## src/rtl/id_ex_stage_pkg.sv

```systemverilog
`default_nettype none
// ============================================================================
// Module   : id_ex_stage_pkg
// Purpose  : Shared constants for the ID/EX pipeline register: control-bundle
//            bit positions, opcode encodings and operand-usage helpers.
// Revision : 1.0 - initial release
// ============================================================================
package id_ex_stage_pkg;

  // Width of the decoded control bundle
  localparam int CTRL_W = 8;

  // Bit positions inside the control bundle
  localparam int ALUSRC   = 7;
  localparam int MEMTOREG = 6;
  localparam int REGWRITE = 5;
  localparam int MEMREAD  = 4;
  localparam int MEMWRITE = 3;
  localparam int BRANCH   = 2;
  localparam int ALUOP1   = 1;
  localparam int ALUOP0   = 0;

  // Opcodes that matter for operand-usage qualification
  typedef enum logic [6:0] {
    OP_R_TYPE = 7'b0110011,
    OP_LOAD   = 7'b0000011,
    OP_STORE  = 7'b0100011,
    OP_BRANCH = 7'b1100011,
    OP_LUI    = 7'b0110111,
    OP_AUIPC  = 7'b0010111,
    OP_JAL    = 7'b1101111
  } opcode_e;

  // Only LUI, AUIPC and JAL ignore rs1
  function automatic logic uses_rs1(input logic [6:0] op);
    return !((op == OP_LUI) || (op == OP_AUIPC) || (op == OP_JAL));
  endfunction

  // Only R-type, stores and branches read rs2; elsewhere those bits are immediate
  function automatic logic uses_rs2(input logic [6:0] op);
    return (op == OP_R_TYPE) || (op == OP_STORE) || (op == OP_BRANCH);
  endfunction

endpackage
`default_nettype wire

```

## src/rtl/id_ex_stage_if.sv

```systemverilog
`default_nettype none
// ============================================================================
// Module   : id_ex_stage_if
// Purpose  : Bundle of ID-side inputs and EX-side outputs of the ID/EX stage.
//            master = surrounding pipeline, slave = the stage itself.
// Revision : 1.0 - initial release
// ============================================================================
interface id_ex_stage_if
  import id_ex_stage_pkg::*;
#(
  parameter int XLEN  = 32,
  parameter int RA_W  = 5,
  parameter int CNT_W = 16
) ();

  // ID side
  logic              valid_in;
  logic [6:0]        opcode_in;
  logic [CTRL_W-1:0] ctrl_in;
  logic [RA_W-1:0]   rs1_in;
  logic [RA_W-1:0]   rs2_in;
  logic [RA_W-1:0]   rd_in;
  logic [XLEN-1:0]   rs1_data_in;
  logic [XLEN-1:0]   rs2_data_in;
  logic [XLEN-1:0]   imm_in;
  logic [XLEN-1:0]   pc_in;
  logic [3:0]        funct_in;
  logic              flush_in;
  logic              hold_in;

  // EX side
  logic              valid_out;
  logic [CTRL_W-1:0] ctrl_out;
  logic [RA_W-1:0]   rs1_out;
  logic [RA_W-1:0]   rs2_out;
  logic [RA_W-1:0]   rd_out;
  logic [XLEN-1:0]   rs1_data_out;
  logic [XLEN-1:0]   rs2_data_out;
  logic [XLEN-1:0]   imm_out;
  logic [XLEN-1:0]   pc_out;
  logic [3:0]        funct_out;
  logic              stall_out;
  logic [CNT_W-1:0]  stall_count;

  modport master (
    output valid_in, opcode_in, ctrl_in, rs1_in, rs2_in, rd_in,
           rs1_data_in, rs2_data_in, imm_in, pc_in, funct_in,
           flush_in, hold_in,
    input  valid_out, ctrl_out, rs1_out, rs2_out, rd_out,
           rs1_data_out, rs2_data_out, imm_out, pc_out, funct_out,
           stall_out, stall_count
  );

  modport slave (
    input  valid_in, opcode_in, ctrl_in, rs1_in, rs2_in, rd_in,
           rs1_data_in, rs2_data_in, imm_in, pc_in, funct_in,
           flush_in, hold_in,
    output valid_out, ctrl_out, rs1_out, rs2_out, rd_out,
           rs1_data_out, rs2_data_out, imm_out, pc_out, funct_out,
           stall_out, stall_count
  );

endinterface
`default_nettype wire

```

## src/rtl/id_ex_stage_hazard_detect.sv

```systemverilog
`default_nettype none
// ============================================================================
// Module   : id_ex_stage_hazard_detect
// Purpose  : Combinational load-use hazard check between the instruction in
//            ID and a load sitting in EX. Writes to x0 never hazard.
// Revision : 1.0 - initial release
// ============================================================================
module id_ex_stage_hazard_detect
  import id_ex_stage_pkg::*;
#(
  parameter int RA_W = 5
) (
  input  logic            id_valid,
  input  logic [6:0]      id_opcode,
  input  logic [RA_W-1:0] id_rs1,
  input  logic [RA_W-1:0] id_rs2,
  input  logic            ex_valid,
  input  logic            ex_mem_read,
  input  logic [RA_W-1:0] ex_rd,
  output logic            haz
);

  logic ex_load;
  logic rs1_hit;
  logic rs2_hit;

  // A real load in EX with a non-zero destination is the only producer we wait on
  assign ex_load = ex_valid & ex_mem_read & (ex_rd != '0);

  // Only operands the ID instruction actually reads can create a dependency
  assign rs1_hit = uses_rs1(id_opcode) & (id_rs1 == ex_rd);
  assign rs2_hit = uses_rs2(id_opcode) & (id_rs2 == ex_rd);

  assign haz = ex_load & id_valid & (rs1_hit | rs2_hit);

endmodule
`default_nettype wire

```

## src/rtl/id_ex_stage.sv

```systemverilog
`default_nettype none
// ============================================================================
// Module   : id_ex_stage
// Purpose  : ID/EX pipeline register. Latches the control bundle and datapath
//            fields, inserts one bubble per load-use hazard, honours flush and
//            hold, and counts inserted bubbles with a saturating counter.
// Revision : 1.0 - initial release
// ============================================================================
module id_ex_stage
  import id_ex_stage_pkg::*;
#(
  parameter int XLEN  = 32,
  parameter int RA_W  = 5,
  parameter int CNT_W = 16
) (
  input  logic         clk,
  input  logic         rst,
  id_ex_stage_if.slave bus
);

  logic              ex_valid;
  logic [CTRL_W-1:0] ex_ctrl;
  logic [RA_W-1:0]   ex_rs1;
  logic [RA_W-1:0]   ex_rs2;
  logic [RA_W-1:0]   ex_rd;
  logic [XLEN-1:0]   ex_rs1_data;
  logic [XLEN-1:0]   ex_rs2_data;
  logic [XLEN-1:0]   ex_imm;
  logic [XLEN-1:0]   ex_pc;
  logic [3:0]        ex_funct;
  logic [CNT_W-1:0]  stall_cnt;

  logic haz;
  logic stall;
  logic advance;
  logic bubble;

  id_ex_stage_hazard_detect #(
    .RA_W (RA_W)
  ) u_hazard (
    .id_valid    (bus.valid_in),
    .id_opcode   (bus.opcode_in),
    .id_rs1      (bus.rs1_in),
    .id_rs2      (bus.rs2_in),
    .ex_valid    (ex_valid),
    .ex_mem_read (ex_ctrl[MEMREAD]),
    .ex_rd       (ex_rd),
    .haz         (haz)
  );

  // Flush outranks hold; a hazard only stalls the front end when neither applies
  assign stall   = haz & ~bus.flush_in & ~bus.hold_in;
  assign advance = bus.flush_in | ~bus.hold_in;
  assign bubble  = bus.flush_in | haz;

  // Pipeline register: reset, then flush / hold / hazard bubble / normal load
  always_ff @(posedge clk) begin
    if (rst) begin
      ex_valid    <= 1'b0;
      ex_ctrl     <= '0;
      ex_rs1      <= '0;
      ex_rs2      <= '0;
      ex_rd       <= '0;
      ex_rs1_data <= '0;
      ex_rs2_data <= '0;
      ex_imm      <= '0;
      ex_pc       <= '0;
      ex_funct    <= '0;
      stall_cnt   <= '0;
    end else if (advance) begin
      // Datapath fields always follow ID; they are don't-care inside a bubble
      ex_rs1      <= bus.rs1_in;
      ex_rs2      <= bus.rs2_in;
      ex_rd       <= bus.rd_in;
      ex_rs1_data <= bus.rs1_data_in;
      ex_rs2_data <= bus.rs2_data_in;
      ex_imm      <= bus.imm_in;
      ex_pc       <= bus.pc_in;
      ex_funct    <= bus.funct_in;
      if (bubble) begin
        ex_valid <= 1'b0;
        ex_ctrl  <= '0;
      end else begin
        ex_valid <= bus.valid_in;
        // Gating on valid keeps undriven control bits from an idle ID out of EX
        ex_ctrl  <= bus.valid_in ? bus.ctrl_in : '0;
      end
      if (stall && (stall_cnt != {CNT_W{1'b1}})) begin
        stall_cnt <= stall_cnt + CNT_W'(1);
      end
    end
  end

  assign bus.valid_out    = ex_valid;
  assign bus.ctrl_out     = ex_ctrl;
  assign bus.rs1_out      = ex_rs1;
  assign bus.rs2_out      = ex_rs2;
  assign bus.rd_out       = ex_rd;
  assign bus.rs1_data_out = ex_rs1_data;
  assign bus.rs2_data_out = ex_rs2_data;
  assign bus.imm_out      = ex_imm;
  assign bus.pc_out       = ex_pc;
  assign bus.funct_out    = ex_funct;
  assign bus.stall_out    = stall;
  assign bus.stall_count  = stall_cnt;

endmodule
`default_nettype wire

```

## src/flat_wrapper.sv

```systemverilog
// flat-port wrapper written by rule: the top's interface ports become plain ports
module id_ex_stage_flat import id_ex_stage_pkg::*;
#(
  parameter int XLEN  = 32,
  parameter int RA_W  = 5,
  parameter int CNT_W = 16
)
  (clk, rst, bus_valid_in, bus_opcode_in, bus_ctrl_in, bus_rs1_in, bus_rs2_in, bus_rd_in, bus_rs1_data_in, bus_rs2_data_in, bus_imm_in, bus_pc_in, bus_funct_in, bus_flush_in, bus_hold_in, bus_valid_out, bus_ctrl_out, bus_rs1_out, bus_rs2_out, bus_rd_out, bus_rs1_data_out, bus_rs2_data_out, bus_imm_out, bus_pc_out, bus_funct_out, bus_stall_out, bus_stall_count);
  id_ex_stage_if #(.XLEN(XLEN), .RA_W(RA_W), .CNT_W(CNT_W)) bus_i ();
  input  logic clk;
  input  logic rst;
  input wire logic [$bits(bus_i.valid_in)-1:0] bus_valid_in;
  input wire logic [$bits(bus_i.opcode_in)-1:0] bus_opcode_in;
  input wire logic [$bits(bus_i.ctrl_in)-1:0] bus_ctrl_in;
  input wire logic [$bits(bus_i.rs1_in)-1:0] bus_rs1_in;
  input wire logic [$bits(bus_i.rs2_in)-1:0] bus_rs2_in;
  input wire logic [$bits(bus_i.rd_in)-1:0] bus_rd_in;
  input wire logic [$bits(bus_i.rs1_data_in)-1:0] bus_rs1_data_in;
  input wire logic [$bits(bus_i.rs2_data_in)-1:0] bus_rs2_data_in;
  input wire logic [$bits(bus_i.imm_in)-1:0] bus_imm_in;
  input wire logic [$bits(bus_i.pc_in)-1:0] bus_pc_in;
  input wire logic [$bits(bus_i.funct_in)-1:0] bus_funct_in;
  input wire logic [$bits(bus_i.flush_in)-1:0] bus_flush_in;
  input wire logic [$bits(bus_i.hold_in)-1:0] bus_hold_in;
  output wire logic [$bits(bus_i.valid_out)-1:0] bus_valid_out;
  output wire logic [$bits(bus_i.ctrl_out)-1:0] bus_ctrl_out;
  output wire logic [$bits(bus_i.rs1_out)-1:0] bus_rs1_out;
  output wire logic [$bits(bus_i.rs2_out)-1:0] bus_rs2_out;
  output wire logic [$bits(bus_i.rd_out)-1:0] bus_rd_out;
  output wire logic [$bits(bus_i.rs1_data_out)-1:0] bus_rs1_data_out;
  output wire logic [$bits(bus_i.rs2_data_out)-1:0] bus_rs2_data_out;
  output wire logic [$bits(bus_i.imm_out)-1:0] bus_imm_out;
  output wire logic [$bits(bus_i.pc_out)-1:0] bus_pc_out;
  output wire logic [$bits(bus_i.funct_out)-1:0] bus_funct_out;
  output wire logic [$bits(bus_i.stall_out)-1:0] bus_stall_out;
  output wire logic [$bits(bus_i.stall_count)-1:0] bus_stall_count;
  assign bus_i.valid_in = bus_valid_in;
  assign bus_i.opcode_in = bus_opcode_in;
  assign bus_i.ctrl_in = bus_ctrl_in;
  assign bus_i.rs1_in = bus_rs1_in;
  assign bus_i.rs2_in = bus_rs2_in;
  assign bus_i.rd_in = bus_rd_in;
  assign bus_i.rs1_data_in = bus_rs1_data_in;
  assign bus_i.rs2_data_in = bus_rs2_data_in;
  assign bus_i.imm_in = bus_imm_in;
  assign bus_i.pc_in = bus_pc_in;
  assign bus_i.funct_in = bus_funct_in;
  assign bus_i.flush_in = bus_flush_in;
  assign bus_i.hold_in = bus_hold_in;
  assign bus_valid_out = bus_i.valid_out;
  assign bus_ctrl_out = bus_i.ctrl_out;
  assign bus_rs1_out = bus_i.rs1_out;
  assign bus_rs2_out = bus_i.rs2_out;
  assign bus_rd_out = bus_i.rd_out;
  assign bus_rs1_data_out = bus_i.rs1_data_out;
  assign bus_rs2_data_out = bus_i.rs2_data_out;
  assign bus_imm_out = bus_i.imm_out;
  assign bus_pc_out = bus_i.pc_out;
  assign bus_funct_out = bus_i.funct_out;
  assign bus_stall_out = bus_i.stall_out;
  assign bus_stall_count = bus_i.stall_count;
  id_ex_stage #(.XLEN(XLEN), .RA_W(RA_W), .CNT_W(CNT_W)) u_core (.clk(clk), .rst(rst), .bus(bus_i));
endmodule
```

## config.mk

```make
export PLATFORM = sky130hd
export DESIGN_NAME = id_ex_stage_flat
export DESIGN_NICKNAME = d
export VERILOG_FILES = /design/src/rtl/id_ex_stage_pkg.sv /design/src/rtl/id_ex_stage_if.sv /design/src/rtl/id_ex_stage_hazard_detect.sv /design/src/rtl/id_ex_stage.sv /design/src/flat_wrapper.sv
export SDC_FILE = /design/constraint.sdc
export NUM_CORES = 1
export LEC_CHECK = 0
export ABC_CLOCK_PERIOD_IN_PS = 4000
export BUFFER_PORTS_ARGS = -buffer_cell sky130_fd_sc_hd__buf_2
export CAP_MARGIN = 10
export CORE_AREA = 2 2 133 135
export CTS_CLUSTER_SIZE = 8
export DETAILED_ROUTE_END_ITERATION = 7
export DIE_AREA = 0 0 135 137
export PLACE_DENSITY = 0.68
export SLEW_MARGIN = 30
export SYNTH_ARGS = -nofsm -noshare
export SYNTH_HDL_FRONTEND = slang
export SYNTH_HIERARCHICAL = 1
export SYNTH_SLANG_ARGS = --single-unit
export TNS_END_PERCENT = 50
```

## constraint.sdc

```tcl
create_clock -name clk -period 4 [get_ports clk]
set_clock_uncertainty 0.2 [all_clocks]
set_input_delay 0.4 -clock clk [delete_from_list [all_inputs] [get_ports clk]]
set_output_delay 0.4 -clock clk [all_outputs]
set_load 0.02 [all_outputs]
```

* After elaboration in Yosys (flattened, before gate mapping)
Index checks and enable logic that the tools add are counted.
Storage, ports and cells: register bits 172, input port bits 167, output and inout bits 173, logic and storage cells 45
Cells by class: add/subtract/negate cells 1, equal/unequal tests 9, mux-type cells 3, bitwise operators 13, reduce and logical (&&, ||, !) cells 8
Operators with widths (number):
- $eq 7x6->1 const B | 3
- $add 16x1->16 const B | 1
- $mux 8 | 2
- $ne 16x16->1 const B | 1
- $eq 7x7->1 const B | 2
- $eq 5x5->1 | 2
- $and 1x1->1 | 8
- $eq 7x5->1 const B | 1
- $reduce_bool 5->1 | 1
- $logic_or 1x1->1 | 4
- $or 1x1->1 | 3
- $not 1->1 | 2
- $reduce_and 2->1 | 1
- $logic_and 1x1->1 | 1
- $logic_not 1->1 | 1
- $mux 1 | 1

* Longest topological paths before layout
Gate-level depths: netlist of the first run.
depth in word-level cells 11, depth in mapped cells 9, gate-level depth less buffers 9

* Cells and area by module
Netlist of the first run, hierarchy kept.
Modules (own cells, without submodules):
- id_ex_stage | times used 1, cells each 766, area an instance 6137.1 µm²
- id_ex_stage_hazard_detect | times used 1, cells each 23, area an instance 173.9 µm²

* Worst setup path before layout of the first run
No wires, ideal clock.
path type register -> register, start point reg u_core.ex_rd[2] (netlist: u_core/bus.rd_out[2]), end point reg u_core.stall_cnt[15] (netlist: u_core/bus.stall_count[15]), data arrival time 2.144 ns, path slack 1.585 ns, stages on the path, launching flop included 10, buffers on the path 0, clock period less this slack 2.415 ns, path through dfxtp_1 xor2_1 nor3_1 o2111ai_1 a21oi_1 nand2_1 inv_2 nand4_4 or4_1 a21oi_1
Between the ends: longest elaborated chain between the ends 8, elaborated cells between the ends (all ways) 13
RTL lines:
- start, declared | line id_ex_stage.sv:25 | logic [RA_W-1:0] ex_rd;
- start signal, assigned | line id_ex_stage.sv:74 | ex_rd <= bus.rd_in;
- $eq 5x5->1 (tied with other cells) | line id_ex_stage_hazard_detect.sv:31 | assign rs1_hit = uses_rs1(id_opcode) & (id_rs1 == ex_rd);
- $and 1x1->1, on equally long branches | line id_ex_stage_hazard_detect.sv:31, id_ex_stage_hazard_detect.sv:28, id_ex_stage_hazard_detect.sv:32
- $or 1x1->1 / $and 1x1->1 (equally long branches) | line id_ex_stage_hazard_detect.sv:34 | assign haz = ex_load & id_valid & (rs1_hit | rs2_hit);
- $and 1x1->1 (*) | line id_ex_stage_hazard_detect.sv:34
- named net u_core.haz | line id_ex_stage.sv:33 | logic haz;
- $and 1x1->1 (*) (2 in a row) | line id_ex_stage.sv:52 | assign stall = haz & ~bus.flush_in & ~bus.hold_in;
- named net bus_stall_out | line flat_wrapper.sv:35 | output wire logic [$bits(bus_i.stall_out)-1:0] bus_stall_out;
- $logic_and 1x1->1 (*) | line id_ex_stage.sv:88 | if (stall && (stall_cnt != {CNT_W{1'b1}})) begin
- $reduce_and 2->1 (no line) (*)
- end signal, assigned | line id_ex_stage.sv:89 | stall_cnt <= stall_cnt + CNT_W'(1);
- end, declared | line id_ex_stage.sv:31 | logic [CNT_W-1:0] stall_cnt;
Mark *: on every way through the listed nets, which the timed path passes. The rest lies on a longest branch. A chain may end at the register's enable or synchronous reset.

* Final worst setup path of the first run
start point reg u_core.ex_rd[3] (netlist: u_core/bus.rd_out[3]), end point out bus_stall_out
Between the ends: longest elaborated chain between the ends 6, elaborated cells between the ends (all ways) 11
RTL lines (line):
- $eq 5x5->1 (tied with other cells) | id_ex_stage_hazard_detect.sv:31
- $and 1x1->1, on equally long branches | id_ex_stage_hazard_detect.sv:31, id_ex_stage_hazard_detect.sv:28, id_ex_stage_hazard_detect.sv:32
- $or 1x1->1 / $and 1x1->1 (equally long branches) | id_ex_stage_hazard_detect.sv:34
- $and 1x1->1 (*) | id_ex_stage_hazard_detect.sv:34
- named net u_core.haz | id_ex_stage.sv:33
- $and 1x1->1 (*) (2 in a row) | id_ex_stage.sv:52
- end, declared | flat_wrapper.sv:35
Marks and branches as above.

==> impl_metrics.yaml, run 1 <==
timing:
  max_slew_margin_pct: 36.54
  worst_pin_slew_ns: 0.9519
  timing.final.crit_share_pct: 74.44
  grt_setup_unrepaired: "false"
  setup-violations-final: 0
  final-max-slew-violation-count: 0
  finalSetupTns_ns: 0
  period_needed_ns: 2.978
  hold_viol_final: 0
  max_freq_mhz: 335.9
clock_tree:
  cts_root_buf: "clkbuf_16"
  cts_tree: "done"
  numCtsBuffers: 17
  insertion_delay_ns: 0.42
  htreeDepth: 4
  cts_buffer_depth: 2
  clock-sinks: 172
  path_clk_slew_ns: 0.06
critical_path:
  required_ns: 3.40
  crit_start: "u_core/bus.rd_out[3]$_SDFFE_PP0P_"
  cp-end-kind: "primary output"
  reg2reg_from: "u_core/bus.rd_out[3]$_SDFFE_PP0P_"
  cp_data_arrival_time_ns: 2.38
  critPathKind: "flip-flop to primary output"
  cp-start-kind: "flip-flop"
  worst-path-max-fanout: 14
route:
  wl_per_cell_um: 14.52
  ant_nets: 0
  drt_iter0_drc: 354
  drtPass1Iterations: 4
  remaining_drc_errors: 0
  via_count: 6476
  post_drt_via_cell_ratio: 4.797
  drt-total-wl_um: 19600
global_routing:
  grt_pass1_wl_um: 29510
  grt_pass1_vias: 5871
  antenna_found_initial: 3
  groute.usage.overall_pct: 20.09
  grt.overflow.total: 0
  grt_max_degree: 92
min_path:
  min-delay-start: "bus_ctrl_in[3]"
  hold_path_class: "primary input to flip-flop"
floorplan:
  die-area_mm2: 0.01850
  num_rows: 48
  core_area_mm2: 0.01706
  ios: 340
  die_y_um: 137
  die-width_um: 135
  start_util_pct: 37.00
synth:
  ys_seq_elements: 172
  ys_warn_count: 6
  syn_area_per_cell_um2: 7.999
  syn_nets: 957
  ys_types: 37
  syn_area_mm2: 0.006311
  synthArstFlopShare_pct: 0
  ys_seq_area_share_pct: 54.56
  synthCells: 789
  synth-main-ff-cell: "dfxtp_1"
  synth_edf_count: 0
power:
  p_int_mw: 2.964
  p_comb_share_pct: 12.9
  powerDensity_mw_per_mm2: 455.1
  pwr-share-clk_pct: 41.3
  ir_drop_mv: 0.2794
  total_leakage_power_nw: 4.325
  p_sw_mw: 1.080
  sw_frac_of_total_pct: 26.71
  pwr-share-seq_pct: 45.8
place:
  place_inst: 1304
  hpwlAfterDp_um: 13710
  numPortBuffers: 339
  globalplace.congestion: 0.7932
run:
  max_cap_violations: 0
final_layout:
  layout-drive-gt1-share_pct: 34.25
  nNetsFinal: 1279
  nFillCells: 1673
  layoutNonFillerInstCount: 1350
  syn2layout_area_growth_pct: 40.80
status:
  status: "finished clean"
==> flip-flops by register name (all words and copies together), names as in the netlist <==
name                     cells
u_core/bus.ctrl_out          8
u_core/bus.funct_out         4
u_core/bus.imm_out          32
u_core/bus.pc_out           32
u_core/bus.rd_out            5
u_core/bus.rs1_data_out     32
u_core/bus.rs1_out           5
u_core/bus.rs2_data_out     32
u_core/bus.rs2_out           5
u_core/bus.stall_count      16
u_core/bus.valid_out         1
==> final cells by class <==
cell class / count / area (µm²) / area share, %
sequential: 172 / 3443 / 38.75
multi-input combinational: 559 / 2661 / 29.95
timing repair buffer: 357 / 1892 / 21.29
clock buffer: 20 / 456.7 / 5.139
tap: 225 / 281.5 / 3.168
clock inverter: 12 / 133.9 / 1.507
inverter: 4 / 15.01 / 0.1690
antenna: 1 / 2.502 / 0.02816
==> cells in the final DEF (no fill, tap or decap), types with 2 or more instances in the layout <==
| cell type | netlist | final |
|---|---|---|
| inv_1 | 3 | 3 |
| and4_1 | 2 | 2 |
| nand4_1 | 4 | 4 |
| nor3_1 | 3 | 3 |
| xor2_1 | 6 | 6 |
| clkinv_2 | 0 | 3 |
| xnor2_1 | 4 | 4 |
| o2111ai_1 | 2 | 2 |
| nand2_1 | 300 | 300 |
| buf_12 | 0 | 2 |
| bufinv_16 | 0 | 2 |
| dfxtp_1 | 172 | 172 |
| clkbuf_8 | 0 | 2 |
| o21ai_0 | 3 | 3 |
| buf_4 | 1 | 4 |
| dlygate4sd3_1 | 0 | 13 |
| o31ai_1 | 11 | 11 |
| a22oi_1 | 8 | 8 |
| inv_6 | 0 | 5 |
| buf_2 | 0 | 338 |
| nor2_1 | 12 | 12 |
| or4_1 | 11 | 11 |
| nand3_1 | 6 | 6 |
| a21oi_1 | 165 | 165 |
| nand4_2 | 2 | 2 |
| clkinvlp_4 | 0 | 2 |
| clkbuf_16 | 0 | 17 |
| or3_1 | 4 | 4 |
==> path summary, 6_finish.rpt <==
path | to | slack (ns) | cells after the start
hold / removal | u_core/bus.ctrl_out[3]$_SDFFE_PP0P_ | 0.02 | 3
setup reg to reg | u_core/bus.stall_count[10]$_SDFFE_PP0P_ | 1.12 | 9
setup / recovery | bus_stall_out | 1.02 | 7
hold reg to reg | u_core/bus.rs1_data_out[13]$_SDFFE_PP0P_ | 0.25 | 2
==> logic make-up after synthesis <==
kind of cell / Yosys count / share of synthesized area [%]
and+or+nand+nor: 355 / 24.01
AOI/OAI and AO/OA: 193 / 16.34
DFF: 172 / 54.56
buffers and inverters: 58 / 3.509
xor gates and xnor gates: 10 / 1.388
adders and majority gates: 1 / 0.1982
==> metrics by stage <==
step                utilization [%]  hold slack (ns)  power [mW]  cell area [µm²]  setup WS, ns
floorplan                         -           0.3302       2.174             6311         1.585
global placement              47.86           0.2344       2.399             8163         1.059
detailed placement            47.86           0.2401       2.405             8163         1.004
CTS                           52.02       0.00004102       4.083             8874         1.041
global route                  52.10         0.002991       4.210             8886        0.8024
finish                        52.10          0.01761       4.044             8886         1.023
==> worst max-delay path: stages, from the launching register on <==
cell and delay [ns]:
dfxtp_1 0.46, xor2_1 0.11, nor3_1 0.24, o2111ai_1 0.15, a21oi_1 0.24, nand2_1 0.32
inv_2 0.24, buf_2 0.20
==> cells in the mapped netlist, drive strengths merged, types with 6 or more instances <==
cell type,number,area share (%)
a21oi,165,13
a22oi,8,0.95
clkbuf,53,3.2
dfxtp,172,55
nand2,300,18
nand3,6,0.48
nand4,7,1.1
nor2,12,0.71
o31ai,11,1.3
or4,11,1.3
xor2,6,0.83
==> per-layer routing <==
layer  wire length, µm  track usage (%)  up-vias
li1                  -                -     3270
met1              8271            24.24     2937
met2              9363            33.05      229
met3              1478            6.481       36
met4               458            8.507        4
met5                26                0        -
==> power by group through the flow <==
stage | clock network [mW] | registers (mW) | logic [mW]
floorplan | 0 | 2.01 | 0.168
global placement | 0 | 1.89 | 0.513
detailed placement | 0 | 1.89 | 0.515
CTS | 1.70 | 1.85 | 0.525
global route | 1.78 | 1.86 | 0.569
finish | 1.67 | 1.85 | 0.521
==> what timing repair did <==
action,4_1_cts,5_1_grt
setup buffers,0,0
resized for setup,0,0
hold buffers,12,1
endpoints found under the hold margin,12,1
Power figures use the tool's default switching activity.
==> run 2: changes to the inputs <==
--- a/config.mk
+++ b/config.mk
@@ -5,14 +5,15 @@
 export SDC_FILE = /design/constraint.sdc
 export NUM_CORES = 1
 export LEC_CHECK = 0
-export ABC_CLOCK_PERIOD_IN_PS = 4000
+export ABC_AREA = 1
+export ABC_CLOCK_PERIOD_IN_PS = 2900
 export BUFFER_PORTS_ARGS = -buffer_cell sky130_fd_sc_hd__buf_2
 export CAP_MARGIN = 10
-export CORE_AREA = 2 2 133 135
+export CORE_AREA = 2 2 131 133
 export CTS_CLUSTER_SIZE = 8
 export DETAILED_ROUTE_END_ITERATION = 7
-export DIE_AREA = 0 0 135 137
-export PLACE_DENSITY = 0.68
+export DIE_AREA = 0 0 133 135
+export PLACE_DENSITY = 0.71
 export SLEW_MARGIN = 30
 export SYNTH_ARGS = -nofsm -noshare
 export SYNTH_HDL_FRONTEND = slang
==> constraint.sdc (replaced) <==
create_clock -name clk -period 2.9 [get_ports clk]
set_clock_uncertainty 0.2 [all_clocks]
set_input_delay 0.29 -clock clk [delete_from_list [all_inputs] [get_ports clk]]
set_output_delay 0.29 -clock clk [all_outputs]
set_load 0.02 [all_outputs]
==> run 2 against run 1 <==
- critical path depth grew 3
- clock power is 49% higher
- via count up 17%
- cell count grew 17%
- first-iteration DRC count is 49% higher
- critical endpoint unchanged
- largest power group unchanged
==> impl_metrics.yaml, run 2 <==
route:
  wl_per_cell_um: 14.55
  drt_iter0_drc: 526
  ant_nets: 0
  post_drt_via_cell_ratio: 4.816
  remaining_drc_errors: 0
  via_count: 7599
  drtPass1Iterations: 7
  drt-total-wl_um: 22970
min_path:
  hold_path_class: "primary input to flip-flop"
floorplan:
  core_area_mm2: 0.01641
  die_y_um: 135
  ios: 340
  num_rows: 47
  die-area_mm2: 0.01796
  start_util_pct: 39.74
  die-width_um: 133
synth:
  syn_nets: 1045
  ys_seq_area_share_pct: 52.81
  syn_area_per_cell_um2: 7.434
  syn_area_mm2: 0.006520
  yosysTopAreaCell: "dfxtp_1"
  synth-main-ff-cell: "dfxtp_1"
  synth.area.top_cells: "dfxtp_1 (53%), nor2_1 (19%), o21ai_0 (11%), nand2_1 (3.7%), clkbuf_1 (1.8%)"
  synth_most_common_cell: "nor2_1"
  synth_commonest_cells: "nor2_1 (334), dfxtp_1 (172), o21ai_0 (147)"
  ys_warn_count: 6
  synth_edf_count: 0
  netlist.area_leader.share_pct: 52.81
  synthArstFlopShare_pct: 0
  synthCells: 877
  ys_seq_elements: 172
  ys_types: 23
global_routing:
  grt.overflow.total: 0
  grt_max_degree: 157
  grt_pass1_wl_um: 36480
  groute.usage.overall_pct: 25.07
  antenna_found_initial: 2
  grt_pass1_vias: 7565
critical_path:
  worst-path-max-fanout: 4
  critPathKind: "primary input to primary output"
  critPathSlowestCell: "dlygate4sd3_1"
  cp-end-kind: "primary output"
  required_ns: 2.41
  cp-start-kind: "primary input"
  cp_data_arrival_time_ns: 2.01
  cp_common_cell: "nand2_1"
  slowest_delay_ns: 0.54
  worstPathCellList: "dlygate4sd3_1, buf_2, xnor2_1, nand2_1, nor2_1, nand2_1, a21oi_2, nand2_1, nor2_4, buf_2"
clock_tree:
  cts_root_buf: "clkbuf_16"
  path_clk_slew_ns: 0.06
  htreeDepth: 4
  clock-sinks: 172
  numCtsBuffers: 17
  insertion_delay_ns: 0.41
  cts_tree: "done"
  cts_buffer_depth: 2
timing:
  finalSetupTns_ns: 0
  final-max-slew-violation-count: 0
  grt_setup_unrepaired: "false"
  setup-violations-final: 0
  worst_pin_slew_ns: 0.6366
  hold_viol_final: 0
  fin_hold_ws_ns: 0.03956
  period_needed_ns: 2.496
  max_slew_margin_pct: 57.56
  max_freq_mhz: 400.7
  timing.final.crit_share_pct: 86.06
run:
  max_cap_violations: 0
final_layout:
  layout-drive-gt1-share_pct: 29.26
  mostFrequentLayoutCells: "buf_2 (339), nor2_1 (334), dfxtp_1 (172)"
  final_common_cell: "buf_2"
  utilization_pct: 64.26
  nFillCells: 1298
  syn2layout_area_growth_pct: 61.72
  nNetsFinal: 1512
power:
  total_leakage_power_nw: 5.112
  p_total_mw: 6.066
  powerDensity_mw_per_mm2: 575.3
  ir_drop_mv: 0.3809
status:
  status: "finished clean"
place:
  numPortBuffers: 339
  globalplace.congestion: 0.8319
  hpwlAfterDp_um: 13990
==> run 2: per-stage QoR <==
stage	setup slack, ns	instance area (µm²)	std cells
final	0.4043	10540	1578
after global routing	0.2614	10540	1578
after CTS	0.4004	10540	1577
after detailed placement	0.7359	8351	1390
after global placement	0.8128	8351	1390
after floorplan	0.7872	6520	877
==> run 2: logic make-up (layout without fill, tap and decap cells) <==
kind of cell / after synthesis / in the layout / share of synthesized area, %
and+or+nand+nor: 445 / 445 / 27.48
AOI/OAI and AO/OA: 171 / 171 / 13.18
other: 0 / 1 / 0
adders and majority gates: 1 / 1 / 0.1919
buffers and inverters: 83 / 563 / 5.661
xor gates and xnor gates: 5 / 5 / 0.6718
DFF: 172 / 172 / 52.81
==> run 2: cell type report <==
cell class | count | area, µm² | share of cell area, %
Tap cell | 220 | 275.3 | 2.611
Inverter | 28 | 110.1 | 1.044
Antenna cell | 1 | 2.502 | 0.02373
Timing Repair Buffer | 503 | 3366 | 31.92
Sequential cell | 172 | 3443 | 32.66
Clock buffer | 20 | 456.7 | 4.331
Multi-Input combinational cell | 622 | 2708 | 25.68
Clock inverter | 12 | 182.7 | 1.733
==> run 2: per-layer routing <==
| metal | vias to the layer above | global-route usage [%] | share of wire (%) |
|---|---|---|---|
| li1 | 3730 | - | - |
| met1 | 3459 | 29.04 | 40 |
| met2 | 352 | 43.93 | 49 |
| met3 | 56 | 7.095 | 8.3 |
| met4 | 2 | 9.857 | 2.8 |
| met5 | - | 0 | 0.074 |
==> run 2: critical path: cells and delay by family <==
kind | cells | cell delay [ns]
buf+inv | 3 | 0.89
simple gates | 5 | 0.58
compound gates | 1 | 0.13
xor+xnor | 1 | 0.12
==> run 2: path summary, 6_finish.rpt <==
path / startpoint / endpoint / slack [ns] / cells after the start
worst max-delay path: bus_rs2_in[3] / bus_stall_out / 0.40 / 10
worst min-delay path: rst / u_core/bus.ctrl_out[4]$_SDFFE_PP0P_ / 0.04 / 2
worst max register to register: u_core/bus.rd_out[1]$_SDFFE_PP0P_ / u_core/bus.stall_count[1]$_SDFFE_PP0P_ / 0.73 / 13
worst min register to register: u_core/bus.ctrl_out[2]$_SDFFE_PP0P_ / u_core/bus.ctrl_out[2]$_SDFFE_PP0P_ / 0.26 / 2
==> run 2: report_power, final <==
part | internal (mW) | leakage (nW) | switching (mW) | total, mW
Clock | 1.50 | 0.304 | 0.975 | 2.48
Combinational | 0.432 | 3.38 | 0.568 | 0.999
Sequential | 2.51 | 1.43 | 0.0762 | 2.59
Total | 4.45 | 5.11 | 1.62 | 6.07
==> run 2: timing repair <==
item                      CTS  global route
hold buffers              155             0
setup buffers               0             0
resized for setup           0             0
hold endpoints to repair  155             0
==> run 3: changes to the inputs <==
--- a/config.mk
+++ b/config.mk
@@ -8,8 +8,8 @@
 export ABC_AREA = 1
 export ABC_CLOCK_PERIOD_IN_PS = 2900
 export BUFFER_PORTS_ARGS = -buffer_cell sky130_fd_sc_hd__buf_2
-export CAP_MARGIN = 10
 export CORE_AREA = 2 2 131 133
+export CTS_BUF_LIST = sky130_fd_sc_hd__clkbuf_8
 export CTS_CLUSTER_SIZE = 8
 export DETAILED_ROUTE_END_ITERATION = 7
 export DIE_AREA = 0 0 133 135
==> run 3 against run 2 <==
- sequential cell count stayed put
- largest cell class is now buffers
- critical path depth is 3 higher
- routed wire length is 1.1% higher
- global-route usage is 0.44 points higher
- clock power is 23% lower
- count of clock-buffer cells in the layout is 1 lower
- utilization is 0.14 points lower
- sequential power hardly changed
- total power is 9.3% lower
- die area stayed put
- worst setup slack worse by 0.081 ns
- worst hold slack better by 0.076 ns
==> impl_metrics.yaml, run 3 (synthesized netlist as in run 2, its figures left out) <==
status:
  status: "finished clean"
floorplan:
  num_rows: 47
  die-area_mm2: 0.01796
  ios: 340
  die_y_um: 135
  start_util_pct: 39.74
  core_area_mm2: 0.01641
  die-width_um: 133
final_layout:
  utilization_pct: 64.12
  layout-drive-gt1-share_pct: 29.25
  mostFrequentLayoutCells: "buf_2 (339), nor2_1 (333), dfxtp_1 (170)"
  final_common_cell: "buf_2"
  syn2layout_area_growth_pct: 61.35
  nNetsFinal: 1526
global_routing:
  grt_max_degree: 157
  grt_pass1_vias: 7707
  grt_pass1_wl_um: 37110
  grt.overflow.total: 0
  groute.usage.overall_pct: 25.51
  antenna_found_initial: 2
timing:
  final-max-slew-violation-count: 0
  timing.final.crit_share_pct: 88.84
  max_slew_margin_pct: 59.59
  hold_viol_final: 0
  finalSetupTns_ns: 0
  max_freq_mhz: 388.1
  worst_pin_slew_ns: 0.6062
  setup-violations-final: 0
  grt_setup_unrepaired: "false"
  period_needed_ns: 2.576
critical_path:
  critPathSlowestCell: "dlygate4sd3_1"
  reg2reg_from: "u_core/bus.rd_out[3]$_SDFFE_PP0P_"
  crit_start: "bus_rs2_in[3]"
  required_ns: 3.05
  crit_path_end: "u_core/bus.ctrl_out[6]$_SDFFE_PP0P_"
  critPathKind: "primary input to flip-flop"
  r2r-end: "u_core/bus.ctrl_out[6]$_SDFFE_PP0P_"
  cp_data_arrival_time_ns: 2.72
  slowest_delay_ns: 0.56
  crit_family: "buffers and inverters"
  cp-start-kind: "primary input"
  worst-path-max-fanout: 9
  critPathBufInv: 5
  worstPathCellList: "dlygate4sd3_1, buf_2, xnor2_2, nand2_1, nor2_2, nand2_1, a21oi_2, nor2_1, buf_4, nand4_1, dlygate4sd3_1, a21oi_1, dlymetal6s4s_1"
  reg2reg_depth: 11
  cp-end-kind: "flip-flop"
  ff2ff_setup_slack_ns: 0.37
  path_depth: 13
route:
  drtPass1Iterations: 7
  drt-total-wl_um: 23220
  wl_per_cell_um: 14.57
  ant_nets: 0
  drt_iter0_drc: 499
  post_drt_via_cell_ratio: 4.794
  via_count: 7637
  remaining_drc_errors: 0
clock_tree:
  clock-sinks: 172
  path_clk_slew_ns: 0.09
  htreeDepth: 4
  cts_buffer_depth: 2
  cts_root_buf: "clkbuf_8"
  numCtsBuffers: 17
  insertion_delay_ns: 0.44
  cts_tree: "done"
  cts_setup_buffers: 0
power:
  pwr-share-clk_pct: 34.6
  sw_frac_of_total_pct: 28.31
  pwr-share-seq_pct: 47.0
  p_comb_share_pct: 18.4
  total_leakage_power_nw: 5.141
  p_int_mw: 3.946
  p_sw_mw: 1.558
  powerDensity_mw_per_mm2: 523.2
  ir_drop_mv: 0.2846
place:
  numPortBuffers: 339
  globalplace.congestion: 0.8319
  hpwlAfterDp_um: 13990
min_path:
  hold_path_class: "primary input to flip-flop"
run:
  max_cap_violations: 0
[run 3: cell types whose count changed in the layout (fill, tap and decap cells not counted)]
cell            delta
clkbuf_1           -1
clkbuf_16         -17
clkbuf_8          +17
dfxtp_1            -2
dfxtp_2            +1
dfxtp_4            +1
diode_2            +1
dlygate4sd3_1     +10
dlymetal6s4s_1     +4
inv_1              +1
nor2_1             -1
nor2_2             +1
xnor2_1            -1
xnor2_2            +1
[run 3: routing by layer]
layer	vias up	GRT usage (%)	wire length (µm)
met2	322	44.82	11360
li1	3754	-	-
met1	3502	29.28	9338
met5	-	0	0
met3	59	6.757	1785
met4	0	11.23	728
[run 3: cell type report]
class / count / area [µm²]
antenna: 2 / 5.005
timing repair buffer: 517 / 3516
sequential: 172 / 3448
clock buffer: 19 / 261.5
fill: 1310 / 5887
tap: 220 / 275.3
multi-input combinational: 622 / 2718
clock inverter: 13 / 186.4
inverter: 28 / 110.1
[run 3: worst min-delay path by stage]
stage                                   startpoint                                 endpoint  slack, ns  cells after the start
2_1_floorplan                                  rst      u_core/bus.ctrl_out[7]$_SDFFE_PP0P_       0.16                      1
3_3_place_gp   u_core/bus.ctrl_out[5]$_SDFFE_PP0P_      u_core/bus.ctrl_out[5]$_SDFFE_PP0P_       0.25                      2
3_5_place_dp   u_core/bus.ctrl_out[2]$_SDFFE_PP0P_      u_core/bus.ctrl_out[2]$_SDFFE_PP0P_       0.26                      2
4_1_cts                               bus_flush_in  u_core/bus.stall_count[12]$_SDFFE_PP0P_       0.08                      5
5_1_grt                               bus_flush_in  u_core/bus.stall_count[12]$_SDFFE_PP0P_       0.12                      5
6_report                              bus_flush_in  u_core/bus.stall_count[12]$_SDFFE_PP0P_       0.12                      5
[run 3: stage by stage]
stage | instances | total power, mW | worst slack, ns | hold slack (ns) | cell area (µm²)
6_report | 1593 | 5.504 | 0.3235 | 0.1156 | 10520
5_1_grt | 1593 | 5.754 | 0.2226 | 0.1205 | 10520
4_1_cts | 1593 | 5.519 | 0.04813 | 0.08130 | 10510
3_5_place_dp | 1390 | 3.448 | 0.7359 | 0.2599 | 8351
3_3_place_gp | 1390 | 3.438 | 0.8128 | 0.2523 | 8351
2_1_floorplan | 877 | 3.100 | 0.7872 | 0.1591 | 6520
[run 3: tightest hold or removal path: cells and delay by family]
kind / cells / cell delay [ns]
buf+inv: 1 / 0.13
simple gates: 4 / 0.30
[run 3: power by group through the flow]
stage          Sequential [mW]  Clock [mW]  Combinational, mW
2_1_floorplan             2.82           0              0.277
3_3_place_gp              2.63           0              0.806
3_5_place_dp              2.63           0              0.813
4_1_cts                   2.58        1.94              0.991
5_1_grt                   2.61        2.05               1.10
6_report                  2.59        1.90               1.01
[run 3: repair_timing]
action,CTS,global route
setup endpoints to repair,0,6
gates resized for setup,0,9
hold endpoints to repair,158,0
hold buffers,171,0
